`config.mk`:
```
export PLATFORM = sky130hd
export DESIGN_NAME = btn_debounce
export DESIGN_NICKNAME = d
export VERILOG_FILES = /design/src/rtl/btn_debounce_pkg.sv /design/src/rtl/btn_debounce_sync_ff.sv /design/src/rtl/btn_debounce.sv
export SDC_FILE = /design/constraint.sdc
export NUM_CORES = 1
export LEC_CHECK = 0
export CAP_MARGIN = 20
export CORE_ASPECT_RATIO = 0.5
export CORE_MARGIN = 3
export CORE_UTILIZATION = 50
export DETAILED_ROUTE_END_ITERATION = 8
export GPL_TIMING_DRIVEN = 0
export HOLD_SLACK_MARGIN = 0.08
export PLACE_DENSITY = 0.68
export SETUP_SLACK_MARGIN = 0.02
export SKIP_CTS_REPAIR_TIMING = 1
export SYNTH_ARGS = -nofsm -noshare
export SYNTH_HDL_FRONTEND = slang
export SYNTH_SLANG_ARGS = --single-unit
```
`constraint.sdc`:
```
create_clock -name clk -period 1.9 [get_ports clk]
set_input_delay 0.285 -clock clk [delete_from_list [all_inputs] [get_ports clk]]
set_output_delay 0.285 -clock clk [all_outputs]
set_load 0.02 [all_outputs]
```
`src/rtl/btn_debounce_pkg.sv`:
```
// Shared definitions for the pushbutton conditioner: FSM state encoding and a
// constant-width helper.
package btn_debounce_pkg;

   typedef enum logic [1:0] {
      S_LOW      = 2'd0,
      S_RISE_CHK = 2'd1,
      S_HIGH     = 2'd2,
      S_FALL_CHK = 2'd3
   } state_t;

   // Ceiling log2 for sizing counters at elaboration time.
   function automatic int unsigned clog2(input int unsigned v);
      int unsigned r;
      r = 0;
      while ((longint'(1) << r) < longint'(v)) r = r + 1;
      return r;
   endfunction

endpackage

```
`src/rtl/btn_debounce_sync_ff.sv`:
```
// Multi-flop synchroniser bringing an asynchronous level into the clk domain.
// Shared by the board input blocks (buttons, switches, UART rx).
module sync_ff #(
   parameter int unsigned STAGES = 2
) (
   input  logic clk,
   input  logic rst,
   input  logic d,
   output logic q
);

   logic [STAGES-1:0] sr;

   always_ff @(posedge clk) begin
      if (rst) sr <= '0;
      else     sr <= {sr[STAGES-2:0], d};
   end

   assign q = sr[STAGES-1];

endmodule

```
`src/rtl/btn_debounce.sv`:
```
// Pushbutton conditioner: synchronise, debounce, emit level/edge strobes and a
// press counter. Define BTN_LONG_PRESS_EN to enable the long-press strobe.
module btn_debounce
   import btn_debounce_pkg::*;
#(
   parameter int unsigned SYNC_STAGES     = 2,
   parameter int unsigned DEBOUNCE_CYCLES = 2_000_000,
   parameter int unsigned LONG_CYCLES     = 50_000_000,
   parameter int unsigned CNT_W           = 8
) (
   input  logic             clk,
   input  logic             rst,
   input  logic             btn_in,
   output logic             btn_level,
   output logic             rise_pulse,
   output logic             fall_pulse,
   output logic             long_pulse,
   output logic [CNT_W-1:0] press_cnt
);

   localparam int unsigned DB_W = clog2(DEBOUNCE_CYCLES + 1);

   logic            btn_s;
   state_t          state;
   logic [DB_W-1:0] db_cnt;

   sync_ff #(.STAGES(SYNC_STAGES)) u_sync (
      .clk (clk),
      .rst (rst),
      .d   (btn_in),
      .q   (btn_s)
   );

   // A change is committed only after btn_s has held for DEBOUNCE_CYCLES checks.
   always_ff @(posedge clk) begin
      if (rst) begin
         state      <= S_LOW;
         db_cnt     <= '0;
         btn_level  <= 1'b0;
         rise_pulse <= 1'b0;
         fall_pulse <= 1'b0;
         press_cnt  <= '0;
      end else begin
         rise_pulse <= 1'b0;
         fall_pulse <= 1'b0;
         case (state)
            S_LOW: begin
               if (btn_s) begin
                  state  <= S_RISE_CHK;
                  db_cnt <= DB_W'(1);
               end
            end
            S_RISE_CHK: begin
               if (!btn_s) begin
                  state  <= S_LOW;
                  db_cnt <= '0;
               end else if (db_cnt == DB_W'(DEBOUNCE_CYCLES)) begin
                  state      <= S_HIGH;
                  db_cnt     <= '0;
                  btn_level  <= 1'b1;
                  rise_pulse <= 1'b1;
                  press_cnt  <= press_cnt + CNT_W'(1);
               end else begin
                  db_cnt <= db_cnt + DB_W'(1);
               end
            end
            S_HIGH: begin
               if (!btn_s) begin
                  state  <= S_FALL_CHK;
                  db_cnt <= DB_W'(1);
               end
            end
            S_FALL_CHK: begin
               if (btn_s) begin
                  state  <= S_HIGH;
                  db_cnt <= '0;
               end else if (db_cnt == DB_W'(DEBOUNCE_CYCLES)) begin
                  state      <= S_LOW;
                  db_cnt     <= '0;
                  btn_level  <= 1'b0;
                  fall_pulse <= 1'b1;
               end else begin
                  db_cnt <= db_cnt + DB_W'(1);
               end
            end
            default: state <= S_LOW;
         endcase
      end
   end

`ifdef BTN_LONG_PRESS_EN
   localparam int unsigned HOLD_W = clog2(LONG_CYCLES + 1);

   logic [HOLD_W-1:0] hold_cnt;
   logic              long_done;

   // long_done suppresses a second strobe when a release bounces back to S_HIGH.
   always_ff @(posedge clk) begin
      if (rst) begin
         hold_cnt   <= '0;
         long_done  <= 1'b0;
         long_pulse <= 1'b0;
      end else begin
         long_pulse <= 1'b0;
         if (state == S_HIGH) begin
            if (!btn_s) begin
               hold_cnt <= '0;
            end else begin
               if (hold_cnt != HOLD_W'(LONG_CYCLES)) hold_cnt <= hold_cnt + HOLD_W'(1);
               if (hold_cnt == HOLD_W'(LONG_CYCLES - 1) && !long_done) begin
                  long_pulse <= 1'b1;
                  long_done  <= 1'b1;
               end
            end
         end else if (state == S_LOW) begin
            long_done <= 1'b0;
         end
      end
   end
`else
   localparam logic LONG_OK = (LONG_CYCLES >= 1);

   assign long_pulse = 1'b0 & LONG_OK;
`endif

endmodule

```
After elaboration in Yosys (flattened, before gate mapping)
Cells that the tools add are included.
{"block": "word_totals", "reg_bits": 36, "in_bits": 3, "output_inout_bits": 12}
{"block": "classes", "n_addsub": 2, "n_eq_ne": 12, "muxes": 19, "n_bitwise": 3, "n_reduce_logical": 8}
{"operator": "21-bit 2-to-1 mux", "n": 5}
{"operator": "21-bit case mux with 4 select lines", "n": 1}
{"operator": "21-bit by 1-bit adder with 21-bit output (second input constant)", "n": 1}
{"operator": "21-bit == test (second input constant)", "n": 1}
{"operator": "2-bit 2-to-1 mux", "n": 6}
{"operator": "8-bit by 1-bit adder with 8-bit output (second input constant)", "n": 1}
{"operator": "2-bit != test (second input constant)", "n": 4}
{"operator": "2-bit case mux with 4 select lines", "n": 1}
{"operator": "3-bit OR reduction", "n": 2}
{"operator": "1-bit 2-to-1 mux", "n": 5}
{"operator": "5-bit AND reduction", "n": 1}
{"operator": "2-bit == test (second input constant)", "n": 2}
{"operator": "2-bit by 1-bit != test with 1-bit output (second input constant)", "n": 2}
{"operator": "4-bit AND reduction", "n": 1}
{"operator": "3-bit by 2-bit != test with 1-bit output (second input constant)", "n": 1}
{"operator": "3-bit != test (second input constant)", "n": 1}
{"operator": "1-bit inverter", "n": 3}
{"operator": "3-bit AND reduction", "n": 1}
{"operator": "2-bit by 1-bit == test with 1-bit output (second input constant)", "n": 1}
{"operator": "2-bit logical NOT", "n": 1}
{"operator": "1-bit case mux with 2 select lines", "n": 1}
{"operator": "2-bit AND reduction", "n": 1}
{"operator": "2-bit nonzero test", "n": 1}

Depth between registers and ports, before layout
Gate-level depths: netlist of run 1.
{"block": "logic_depth", "depth_word": 4, "mapped_depth": 9, "mapped_depth_nobuf": 7}

Modules after synthesis
A second synthesis of run 1 with hierarchy kept.
{"block": "hier_totals", "hier_cells": 208, "area_unflattened_um2": 1783.0}
{"module": "btn_debounce", "n_inst": 1, "cells_per_inst": 204, "area_each_um2": 1730.4, "seq_area_each_um2": 680.7}
{"module": "sync_ff", "n_inst": 1, "cells_per_inst": 4, "area_each_um2": 52.6, "seq_area_each_um2": 40.0}

Worst setup path after synthesis of run 1
No wires, ideal clock.
{"block": "synth_timing", "path_kind": "reg2reg", "start": "register db_cnt[0]", "end": "register db_cnt[13]", "setup_time_ns": 0.074, "arrival_time_ns": 1.677, "required_ns": 1.826, "setup_slack_ns": 0.149, "stages_incl_launch_ff": 10, "path_buffers": 2, "path_cell_list": "dfxtp_1 inv_1 ha_1 nor4b_1 and4_4 a211oi_2 buf_6 buf_6 a31oi_1 a31oi_1"}
{"block": "synth_between", "elab_chain_cells": 4, "word_cells_on_any_way": 6, "classes_between": "1 x add/sub; 1 x eq/ne; 4 x mux"}
{"item": "start, declared", "line_no": "btn_debounce.sv:25", "text": "logic [DB_W-1:0] db_cnt;"}
{"item": "start signal, assigned", "line_no": "btn_debounce.sv:64", "text": "db_cnt <= db_cnt + DB_W'(1);"}
{"item": "start signal, assigned", "line_no": "btn_debounce.sv:83", "text": "db_cnt <= db_cnt + DB_W'(1);"}
{"item": "21-bit by 1-bit adder with 21-bit output or 21-bit == test (tied branches)"}
{"item": "21-bit 2-to-1 mux (*)", "line_no": "btn_debounce.sv:57, btn_debounce.sv:77"}
{"item": "21-bit 2-to-1 mux, on equally long branches", "line_no": "btn_debounce.sv:74, btn_debounce.sv:54"}
{"item": "21-bit case mux with 4 select lines (*)", "line_no": "btn_debounce.sv:46", "text": "case (state)"}
Mark *: on every way between the ends. The rest lies on a longest branch, timed or not.
A chain may end at the register's enable or synchronous reset.

Worst setup path in the final report of run 1
{"block": "layout_timing", "start": "register db_cnt[0]", "end": "register db_cnt[8]"}
Same word-level chain as after synthesis.

==> results of run 1 <==
-- layout by cell type (no fill, tap or decap), types with 4 or more instances in the layout --
| cell | synthesis | final |
|---|---|---|
| dfxtp_1 | 36 | 30 |
| nand2_1 | 24 | 24 |
| nand3_1 | 18 | 18 |
| a21oi_1 | 16 | 15 |
| buf_4 | 1 | 14 |
| a31oi_1 | 13 | 13 |
| clkdlybuf4s50_1 | 0 | 13 |
| nor2_1 | 11 | 11 |
| o21ai_0 | 11 | 10 |
| and3_1 | 9 | 9 |
| buf_2 | 7 | 7 |
| nand4_1 | 7 | 7 |
| clkbuf_8 | 0 | 6 |
| inv_1 | 7 | 5 |
| or3_1 | 5 | 5 |
| dfxtp_2 | 0 | 4 |
-- where the power goes --
part	switching, mW	leakage [nW]	internal (mW)
registers	0.0101	0.294	0.760
logic	0.0475	0.615	0.0365
clock network	0.278	0.0445	0.295
-- layout make-up --
type                    instances  area (um2)
plain buffers                  13        93.8
fillers                       287        1020
flip-flops and latches         36         733
multi-input cells             171        1190
well taps                      51        63.8
inverters                       7        28.8
clock buffers                   7        86.3
repair buffers                 30         303
clock inverters                 1        7.51
-- critical path, stage by stage, from the launching register on --
cell	delay [ns]
dfxtp_4	0.37
inv_4	0.07
ha_4	0.14
nor4b_4	0.19
and4_4	0.30
a211oi_4	0.09
buf_4	0.18
clkbuf_16	0.15
a31oi_2	0.16
o31ai_1	0.09
-- state kept, by name, summed over array words and instances, names as in the netlist, named ones only --
register,cells
btn_level,1
db_cnt,21
fall_pulse,1
press_cnt,8
rise_pulse,1
state,1
u_sync.sr,2
-- final timing paths --
path	startpoint	endpoint	slack (ns)	depth (start not counted)
worst min-delay path	u_sync.sr[0]	u_sync.sr[1]	0.45	1
worst max register to register	db_cnt[0]	db_cnt[8]	0.04	9
worst min register to register	u_sync.sr[0]	u_sync.sr[1]	0.45	1
worst max-delay path	db_cnt[0]	db_cnt[8]	0.04	9
-- kinds of logic (layout without fill, tap and decap cells) --
family	after synthesis	after routing	synth area share
xor gates and xnor gates	2	2	0.00929
muxes	3	3	0.0159
buffers and inverters	21	58	0.0603
and+or+nand+nor	110	110	0.340
other	1	1	0.00199
adders and majority gates	3	3	0.0199
DFF	36	36	0.382
AOI/OAI and AO/OA	52	52	0.170
-- metal layers --
layer | share of wire | up-vias
met5 | 0 | -
met4 | 0.0097 | 0
met3 | 0.055 | 7
met2 | 0.45 | 52
met1 | 0.49 | 925
li1 | - | 912
-- metrics by stage --
stage / worst slack (ns) / setup TNS, ns / cell area, um2
global placement: -0.342 / -2.71 / 2080
detailed placement: -0.187 / -2.63 / 2090
CTS: -0.190 / -3.28 / 2180
finish: 0.0447 / 0 / 2500
global route: -0.0436 / -0.100 / 2500
floorplan: 0.149 / 0 / 1890
==> results.md, run 1 <==
- Syn Area/Cell: 8.28 um2
- Top cells by count, synth: dfxtp_1, nand2_1, nand3_1
- Grt peak-use layer: met2
- Reg clk slew, reported paths: 0.07 ns
- DRT iter0 DRCs: 122
- CTS tree: done
- WHS: 0.449 ns
- Met2 GRT Util: 0.328
- Maximum clock path buffer count: 2
- DRT Pass-1 Iters: 4
- Sequential area share after synthesis: 0.382
- Rows: 15
- Core area: 3530 um2
- WP data arrival: 2.02 ns
- Startpoint types: register
- Initial antenna violation count: 0
- Max Fanout on Critical Path: 5
- Residual DRC: 0
- Initial core utilization: 0.535
- Flops & latches, synth: 36
- GR met1 Demand/Resource: 0.296
- P_leak: 0.953 nW
- Fraction of registers with async set/reset: 0
- CP Class: reg -> reg
- Vias in the first global route: 1599
- Fraction of layout cells with a size suffix above 1: 0.253
- Remaining antenna violation count after routing: 0
- Die width: 92.9 um
- Post-Synthesis Cells: 228
- Final min period: 1.86 ns
- Worst clock skew: 0.00736 ns
- Area added between synthesis and finish: 32.7%
- Vias per std cell: 6.00
- Yosys cell types: 45
- Mapped cell area: 1890 um2
- Final Util: 0.710
- Yosys top cell by area: dfxtp_1
- Nets: 270
- GRT Resource Usage Total: 0.214
- Yosys top cell area share: 0.382
- Area contributors post-synth: dfxtp_1, nand3_1, nand2_1
- Max IR drop VDD: 0.277 mV
- CTS H-tree lvls: 2
- Final hold viol count: 0
- Slew Limit Fails: 0
- Port buffer count: 13
- Avg WL per Cell: 16.3 um
- Yosys warns: 0
- Clock net sink count: 36
- Worst Tran Pin Value: 0.516 ns
- RSZ-0062 raised after global routing: yes
- Total number of vias: 1896
- Routed WL: 5140 um
- GPL Wtd Cong: 0.892
- Post-synth EDFFs: 0
- Main synth FF type: dfxtp_1
- GRT overflow: 0
- First-pass GRT wire length: 7680 um
- Worst Hold Class: reg -> reg
- Status: finished clean
- Count leader, synth: dfxtp_1
- Hpwl dp: 3290 um
- Cell count after placement: 293
- Total power: 1.43 mW
- Crit path required time: 2.07 ns
- Power Density: 570 nW/um2
- Setup violations, final: 0
- CTS Root Cell: clkbuf_8
- Max Clk Rate: 0.539 GHz
- CTS Buf Count: 5
- Rel. slew slack: 0.653
- Largest net degree at the start of global routing: 12
- Synth Net Count: 234
- Clock latency on the worst-skew pair: 0.29 ns
- Die ar.: 4590 um2
- Critical Path End Type: register
- Period utilisation layout: 0.976
- Met3 Track Usage GR: 0.0555
- Layout Cells excl Fill: 316
- # IOs: 15
- Max-cap viol count: 0
- Die H: 49.4 um
- ANT cells: 0
(Power assumes the default switching activity.)
==> run 2: changes to the inputs <==
--- a/config.mk
+++ b/config.mk
@@ -8,11 +8,11 @@
 export CAP_MARGIN = 20
 export CORE_ASPECT_RATIO = 0.5
 export CORE_MARGIN = 3
-export CORE_UTILIZATION = 50
+export CORE_UTILIZATION = 40
 export DETAILED_ROUTE_END_ITERATION = 8
 export GPL_TIMING_DRIVEN = 0
 export HOLD_SLACK_MARGIN = 0.08
-export PLACE_DENSITY = 0.68
+export PLACE_DENSITY = 0.56
 export SETUP_SLACK_MARGIN = 0.02
 export SKIP_CTS_REPAIR_TIMING = 1
 export SYNTH_ARGS = -nofsm -noshare
==> constraint.sdc (replaced) <==
create_clock -name clk -period 1.9 [get_ports clk]
set_input_delay 0.475 -clock clk [delete_from_list [all_inputs] [get_ports clk]]
set_output_delay 0.475 -clock clk [all_outputs]
set_load 0.02 [all_outputs]
==> run 2 against run 1 <==
Compared with the run above:
- die area up 23%
- utilization fell by 13 points
- largest cell class unchanged
- sequential share of layout area is 0.53 points higher
- critical path depth fell by 2
- critical endpoint is now db_cnt[16]
- cell count grew 1.3%
- critical path type unchanged
- clock-buffer cell count fell by 1
==> results.md, run 2 (synthesized netlist as in run 1, its figures left out) <==
- CTS tree: done
- Max-cap viol count: 0
- Register-to-register setup slack: 0.07 ns
- CP Class: reg -> reg
- GRT overflow: 0
- Largest regs: db_cnt (21), press_cnt (8), u_sync.sr (2)
- Largest net degree at the start of global routing: 12
- Vias per std cell: 5.73
- GPL Wtd Cong: 0.814
- Power Density: 620 nW/um2
- Reg2reg end: db_cnt[16]
- Hpwl dp: 3290 um
- P_leak: 0.983 nW
- Residual DRC: 0
- Layout Cells excl Fill: 320
- CTS H-tree lvls: 2
- Slew Limit Fails: 0
- Max incr delay on CP: 0.41 ns
- RSZ-0062 raised after global routing: yes
- Initial antenna violation count: 0
- Die H: 54.6 um
- Clock latency on the worst-skew pair: 0.28 ns
- Cell count after placement: 295
- Most common cell after layout, fill and taps aside: dfxtp_1
- Critical-path top delay cell: o41ai_1
- Max IR drop VDD: 0.420 mV
- Max reg flops: 21
- Nets: 271
- Status: finished clean
- Max Clk Rate: 0.547 GHz
- Worst Hold Endpoint: u_sync.sr[1]
- Total number of vias: 1835
- DRT Pass-1 Iters: 4
- Hold path start: u_sync.sr[0]
- Period utilisation layout: 0.962
- DRT iter0 DRCs: 110
- Crit path required time: 2.06 ns
- Area added between synthesis and finish: 29.9%
- Clock net sink count: 36
- Die ar.: 5630 um2
- Remaining antenna violation count after routing: 0
- Max Fanout on Critical Path: 5
- Final Util: 0.583
- Critical Path End Type: register
- ANT cells: 0
- Final min period: 1.83 ns
- Core area: 4200 um2
- GRT Resource Usage Total: 0.177
- Crit-path leading delay family: simple AND/OR/NAND/NOR gates
- WP data arrival: 1.99 ns
- Reg clk slew, reported paths: 0.08 ns
- Worst clock skew: 0.00436 ns
- Final hold viol count: 0
- Vias in the first global route: 1505
- Setup violations, final: 0
- CP Cell Sequence: buf_4, ha_2, nand3_1, nor3_4, nand4_1, o41ai_1, a21oi_1
- First-pass GRT wire length: 7620 um
- Initial core utilization: 0.449
- Commonest cells after routing, fill and taps aside: dfxtp_1, nand2_1, nand3_1, buf_4, a21oi_1
- CTS Root Cell: clkbuf_8
- Reg2reg path depth: 7
- # IOs: 15
- Bufs and invs on worst path: 1
- Worst Hold Class: reg -> reg
- Fraction of layout cells with a size suffix above 1: 0.233
- Rows: 16
- Die width: 103 um
- Largest register by flop count: db_cnt
- Maximum clock path buffer count: 2
- Crit Reg-Reg Startpoint: db_cnt[0]
- Port buffer count: 13
- Routed WL: 4870 um
- CTS Buf Count: 5
- Worst hold stages: 1
- Startpoint types: register
- Avg WL per Cell: 15.2 um
==> run 2: how the worst max path moves through the flow <==
| stage | startpoint | endpoint | cells after the start |
|---|---|---|---|
| 2_1_floorplan | db_cnt[0] | db_cnt[13] | 9 |
| 3_3_place_gp | rst | db_cnt[8] | 5 |
| 3_5_place_dp | rst | db_cnt[8] | 5 |
| 4_1_cts | rst | db_cnt[8] | 5 |
| 5_1_grt | db_cnt[0] | db_cnt[16] | 7 |
| 6_report | db_cnt[0] | db_cnt[16] | 7 |
==> run 2: metal layers <==
layer,global-route usage,share of wire,vias to the layer above
met4,0.0194,0.0025,0
met3,0.0458,0.059,2
met5,0,0,-
met2,0.268,0.42,41
met1,0.261,0.51,873
li1,-,-,919
==> run 2: layout make-up <==
type / count / area (um2)
Tap cell: 54 / 67.6
Clock inverter: 2 / 35.0
Multi-Input combinational cell: 171 / 1150
Sequential cell: 36 / 731
Clock buffer: 6 / 72.6
Inverter: 7 / 28.8
Buffer: 14 / 101
Fill cell: 383 / 1750
Timing Repair Buffer: 30 / 264
==> run 2: through the flow <==
stage | instance area, um2 | hold slack, ns | worst slack, ns | TNS, ns | total power, mW
2_1_floorplan | 1890 | 0.414 | 0.149 | 0 | 0.827
3_3_place_gp | 2080 | 0.416 | -0.494 | -5.57 | 0.849
3_5_place_dp | 2080 | 0.429 | -0.517 | -5.93 | 0.850
4_1_cts | 2190 | 0.447 | -0.223 | -3.56 | 1.52
5_1_grt | 2450 | 0.467 | -0.0349 | -0.0543 | 1.59
6_report | 2450 | 0.441 | 0.0727 | 0 | 1.52
==> run 2: where the power goes <==
group | leakage [nW] | internal (mW) | switching [mW]
combinational | 0.635 | 0.0374 | 0.0492
clock | 0.0552 | 0.390 | 0.279
sequential | 0.293 | 0.760 | 0.00531
total | 0.983 | 1.19 | 0.333
==> patch 1, RTL diff (settings of run 2) <==
Put one more register stage on the output `press_cnt`, with the module's reset. The value now appears one clock later. The other outputs are not delayed to match.
--- a/src/rtl/btn_debounce.sv
+++ b/src/rtl/btn_debounce.sv
@@ -22,2 +22,4 @@
 
+   logic [CNT_W-1:0] press_cnt_s0;
+
    logic            btn_s;
@@ -41,3 +43,3 @@
          fall_pulse <= 1'b0;
-         press_cnt  <= '0;
+         press_cnt_s0 <= '0;
       end else begin
@@ -61,3 +63,3 @@
                   rise_pulse <= 1'b1;
-                  press_cnt  <= press_cnt + CNT_W'(1);
+                  press_cnt_s0 <= press_cnt_s0 + CNT_W'(1);
                end else begin
@@ -125,2 +127,10 @@
 
+   always_ff @(posedge clk) begin
+      if (rst) begin
+         press_cnt <= '0;
+      end else begin
+         press_cnt <= press_cnt_s0;
+      end
+   end
+
 endmodule
Function: no difference found for any inputs over 10 cycles, from zero or initial values and one cycle with rst high; that may be too few to reach the edited logic, so the function may still have changed.
==> patch 1 against run 2 <==
Sequential share of layout area is 2.7 points higher; first-iteration DRC count is 18% lower; fmax is 0.72% lower; design area is 11% higher; area after synthesis is 14% higher; routed wire length is 0.43% higher; sequential cell count is 8 higher; cell count is 8.1% higher; global-route usage is 1.2 points lower; worst setup slack worse by 0.013 ns; via count is 1.5% higher; power is 16% higher; critical path depth stayed put.
==> patch 1: results (changes against run 2) <==
status = finished clean (unchanged)
DP Wirelength = 3230 um (was 3290 um)
clock latency on the worst-skew pair = 0.30 ns (was 0.28 ns)
Non-clock buffers = 38 (was 44)
first-pass GRT wire length = 8350 um (was 7620 um)
Mapped Nets = 248 (was 234)
final instance area = 2730 sq um (was 2450 sq um)
nets@finish = 281 (was 271)
final hold slack = 0.443 ns (was 0.441 ns)
combinational power share = 0.044 (was 0.057)
FF/Latch Area = 887 sq um (was 731 sq um)
worst slack at placement = -0.243 ns (was -0.517 ns)
wire per inst = 14.1 um (was 15.2 um)
Multi-input gate area = 1280 sq um (was 1150 sq um)
Clock Power = 743 uW (was 668 uW)
Syn Area/Cell = 8.90 sq um (was 8.28 sq um)
Logic inverters = 8 (was 7)
buffering overhead = 0.118 (was 0.149)
Cell Area, Placed = 2370 sq um (was 2080 sq um)
Max IR drop VDD = 0.335 mV (was 0.420 mV)
clkbuf count = 5 (was 6)
Initial DRC Count = 90 (was 110)
total wire length after detailed routing = 4890 um (was 4870 um)
Cell variety after synth = 51 (was 45)
placed insts = 325 (was 295)
biggest regs = db_cnt x21, press_cnt x8, press_cnt_s0 x8 (was db_cnt x21, press_cnt x8, u_sync.sr x2)
commonest cells in the netlist = 44 x dfxtp_1, 20 x nand3_1, 18 x nand2_1, 17 x nor2_1, 14 x nor2b_1 (was 36 x dfxtp_1, 24 x nand2_1, 18 x nand3_1, 16 x a21oi_1, 13 x a31oi_1)
multi-input gates = 178 (was 171)
filler instances = 476 (was 383)
largest net degree at the start of global routing = 16 (was 12)
top cells by area, synth = dfxtp_1 41%, nand3_1 4.6%, nor2b_1 4.1%, nor4_2 3.5%, xnor2_1 3.3% (was dfxtp_1 38%, nand3_1 4.8%, nand2_1 4.8%, a31oi_1 4.3%, a21oi_1 4.2%)
vias in the first global route = 1723 (was 1505)
RR Endpoint = db_cnt[20] (was db_cnt[16])
drt pass-1 iters = 5 (was 4)
worst setup margin = 0.0595 ns (was 0.0727 ns)
==> patch 1: changes by cell type in the layout (fill, tap and decap cells not counted), sizes merged, moves of 5 or more <==
cell,delta
xnor2,+8
nor2,+6
nand2,-7
a31oi,-5
a21oi,-8
dfxtp,+8
nor2b,+10
==> patch 1: layer usage <==
layer	global-route usage	vias up	routed length [um]
met3	0.0445	4	220
met2	0.258	36	2180
li1	-	944	-
met4	0.0373	0	21
met5	0	-	0
met1	0.229	878	2470
==> patch 1: worst max-delay path, stage by stage, from the launching register on <==
cell and delay [ns]:
dfxtp_1 0.31, buf_2 0.17, nor4_4 0.35, nand3_4 0.24, o21ai_4 0.32, buf_4 0.17, o31a_1 0.13, a31oi_1 0.04
==> patch 1: cell families after synthesis <==
logic type	after synthesis	share of synthesized area
buffers and inverters	21	0.0499
adders and majority gates	3	0.0174
muxes	3	0.0139
AOI/OAI and AO/OA	38	0.115
xor gates and xnor gates	9	0.0366
DFF	44	0.409
other	1	0.00174
and+or+nand+nor	123	0.357
==> patch 2, RTL diff (settings of run 2) <==
Made on the original files. Build with the macro `BTN_LONG_PRESS_EN` defined.
--- a/src/rtl/btn_debounce.sv
+++ b/src/rtl/btn_debounce.sv
@@ -2,2 +2,4 @@
 // press counter. Define BTN_LONG_PRESS_EN to enable the long-press strobe.
+`define BTN_LONG_PRESS_EN
+
 module btn_debounce
Formal check against the unedited RTL: no difference found for any inputs over 10 cycles, from zero or initial values and one cycle with rst high; that may be too few to reach the edited logic, so the function may still have changed.
==> patch 2 against run 2 <==
The run now ends with negative setup slack left; power is 110% higher; count of clock-buffer cells in the layout is 7 higher; area after synthesis is 67% higher; synthesized cell count is 66% higher; sequential cell count is 28 higher; worst setup slack worse by 0.16 ns; routed wire length is 56% higher; design area is 66% higher; critical endpoint is now db_cnt[10].
==> patch 2: results (changes against run 2) <==
Worst Path Arrival = 2.24 ns (was 1.99 ns)
buffering overhead = 0.0779 (was 0.149)
largest register by flop count = hold_cnt (was db_cnt)
via density per instance = 5.37 (was 5.73)
top cells by area, synth = dfxtp_1 41%, nor2_1 5.5%, xor2_1 5.0%, nand4_1 4.0%, xnor2_1 3.6% (was dfxtp_1 38%, nand3_1 4.8%, nand2_1 4.8%, a31oi_1 4.3%, a21oi_1 4.2%)
setup TNS = -0.681 ns (was 0 ns)
failing checks = negative setup slack
met1 GRT Util = 0.217 (was 0.261)
nets@finish = 418 (was 271)
Initial DRC Count = 148 (was 110)
met3 routed WL = 268 um (was 288 um)
total track usage = 0.173 (was 0.177)
Cell Area, Placed = 3430 sq um (was 2080 sq um)
clock latency on the worst-skew pair = 0.33 ns (was 0.28 ns)
Mapped Nets = 387 (was 234)
worst slack at placement = -0.359 ns (was -0.517 ns)
Non-clock buffers = 39 (was 44)
Synth Area in Compound Gates = 0.114 (was 0.170)
multi-input combinational area share = 0.481 (was 0.470)
status = complete, but fails checks (was finished clean)
wire per inst = 14.5 um (was 15.2 um)
vias in the first global route = 2572 (was 1505)
GPL Wtd Cong = 0.858 (was 0.814)
mux cell area share after synthesis = 0.0159 (about the same)
register share of the cell area = 0.318 (was 0.298)
adder-cell share of the synthesized area = 0.0198 (was 0.0199)
Logic inverters = 13 (was 7)
WL met1 = 3720 um (was 2510 um)
layout cells sized above 1 = 0.166 (was 0.233)
first-pass GRT wire length = 12300 um (was 7620 um)
# setup viols final = 14 (was 0)
XOR/XNOR share of the synthesized area = 0.0860 (was 0.00928)
Max IR drop VDD = 0.495 mV (was 0.420 mV)
commonest cells in the netlist = 64 x dfxtp_1, 46 x nor2_1, 28 x nand2_1, 20 x nand4_1 (was 36 x dfxtp_1, 24 x nand2_1, 18 x nand3_1, 16 x a21oi_1, 13 x a31oi_1)
Layout Skew = 0.00303 ns (was 0.00436 ns)
largest net degree at the start of global routing = 11 (was 12)
met3 global-route usage = 0.0587 (was 0.0458)
GR Util met2 = 0.279 (was 0.268)
CTS Buf Count = 9 (was 5)
DP Wirelength = 5070 um (was 3290 um)
CTS H-tree depth = 3 (was 2)
number of flip-flops in the largest register = 26 (was 21)
Root Buffer = clkbuf_16 (was clkbuf_8)
drt pass-1 iters = 4 (unchanged)
final hold slack = 0.434 ns (was 0.441 ns)
filler instances = 682 (was 383)
sequential cell count = 64 (was 36)
# port buffers = 13 (unchanged)
Seq/Total Area, Yosys = 0.406 (was 0.382)
critical path peak fanout = 6 (was 5)
Multi-input gate area = 1950 sq um (was 1150 sq um)
clkbuf count = 13 (was 6)
clock-pin slew on the worst setup and hold paths = 0.05 ns (was 0.08 ns)
worst setup margin = -0.0853 ns (was 0.0727 ns)
metal2 WL = 3500 um (was 2060 um)
multi-input gates = 283 (was 171)
biggest regs = hold_cnt x26, db_cnt x21, press_cnt x8 (was db_cnt x21, press_cnt x8, u_sync.sr x2)
clk cell area share = 0.0776 (was 0.0439)
## patch 2: through the flow
step / std cells / util
final: 523 / 0.543
after global routing: 523 / 0.543
after CTS: 516 / 0.500
after detailed placement: 500 / 0.458
after global placement: 500 / 0.458
after floorplan: 379 / -
## patch 2: path summary, 6_finish.rpt
kind / start / to / cells after the start
worst max-delay path: db_cnt[0] / db_cnt[10] / 9
worst min-delay path: u_sync.sr[0] / u_sync.sr[1] / 1
worst max register to register: db_cnt[0] / db_cnt[10] / 9
worst min register to register: u_sync.sr[0] / u_sync.sr[1] / 1
## patch 2: power by group
group / switching [uW] / internal [uW]
Combinational: 55.2 / 29.6
Sequential: 9.04 / 1350
Clock: 588 / 1180
## patch 2: worst max-delay path, stage by stage (launching register included)
cell	delay (ns)
dfxtp_4	0.36
inv_2	0.04
ha_4	0.15
nor4bb_4	0.16
and4b_2	0.28
a211oi_4	0.45
buf_6	0.19
buf_6	0.09
nand2b_1	0.04
a31oi_1	0.15
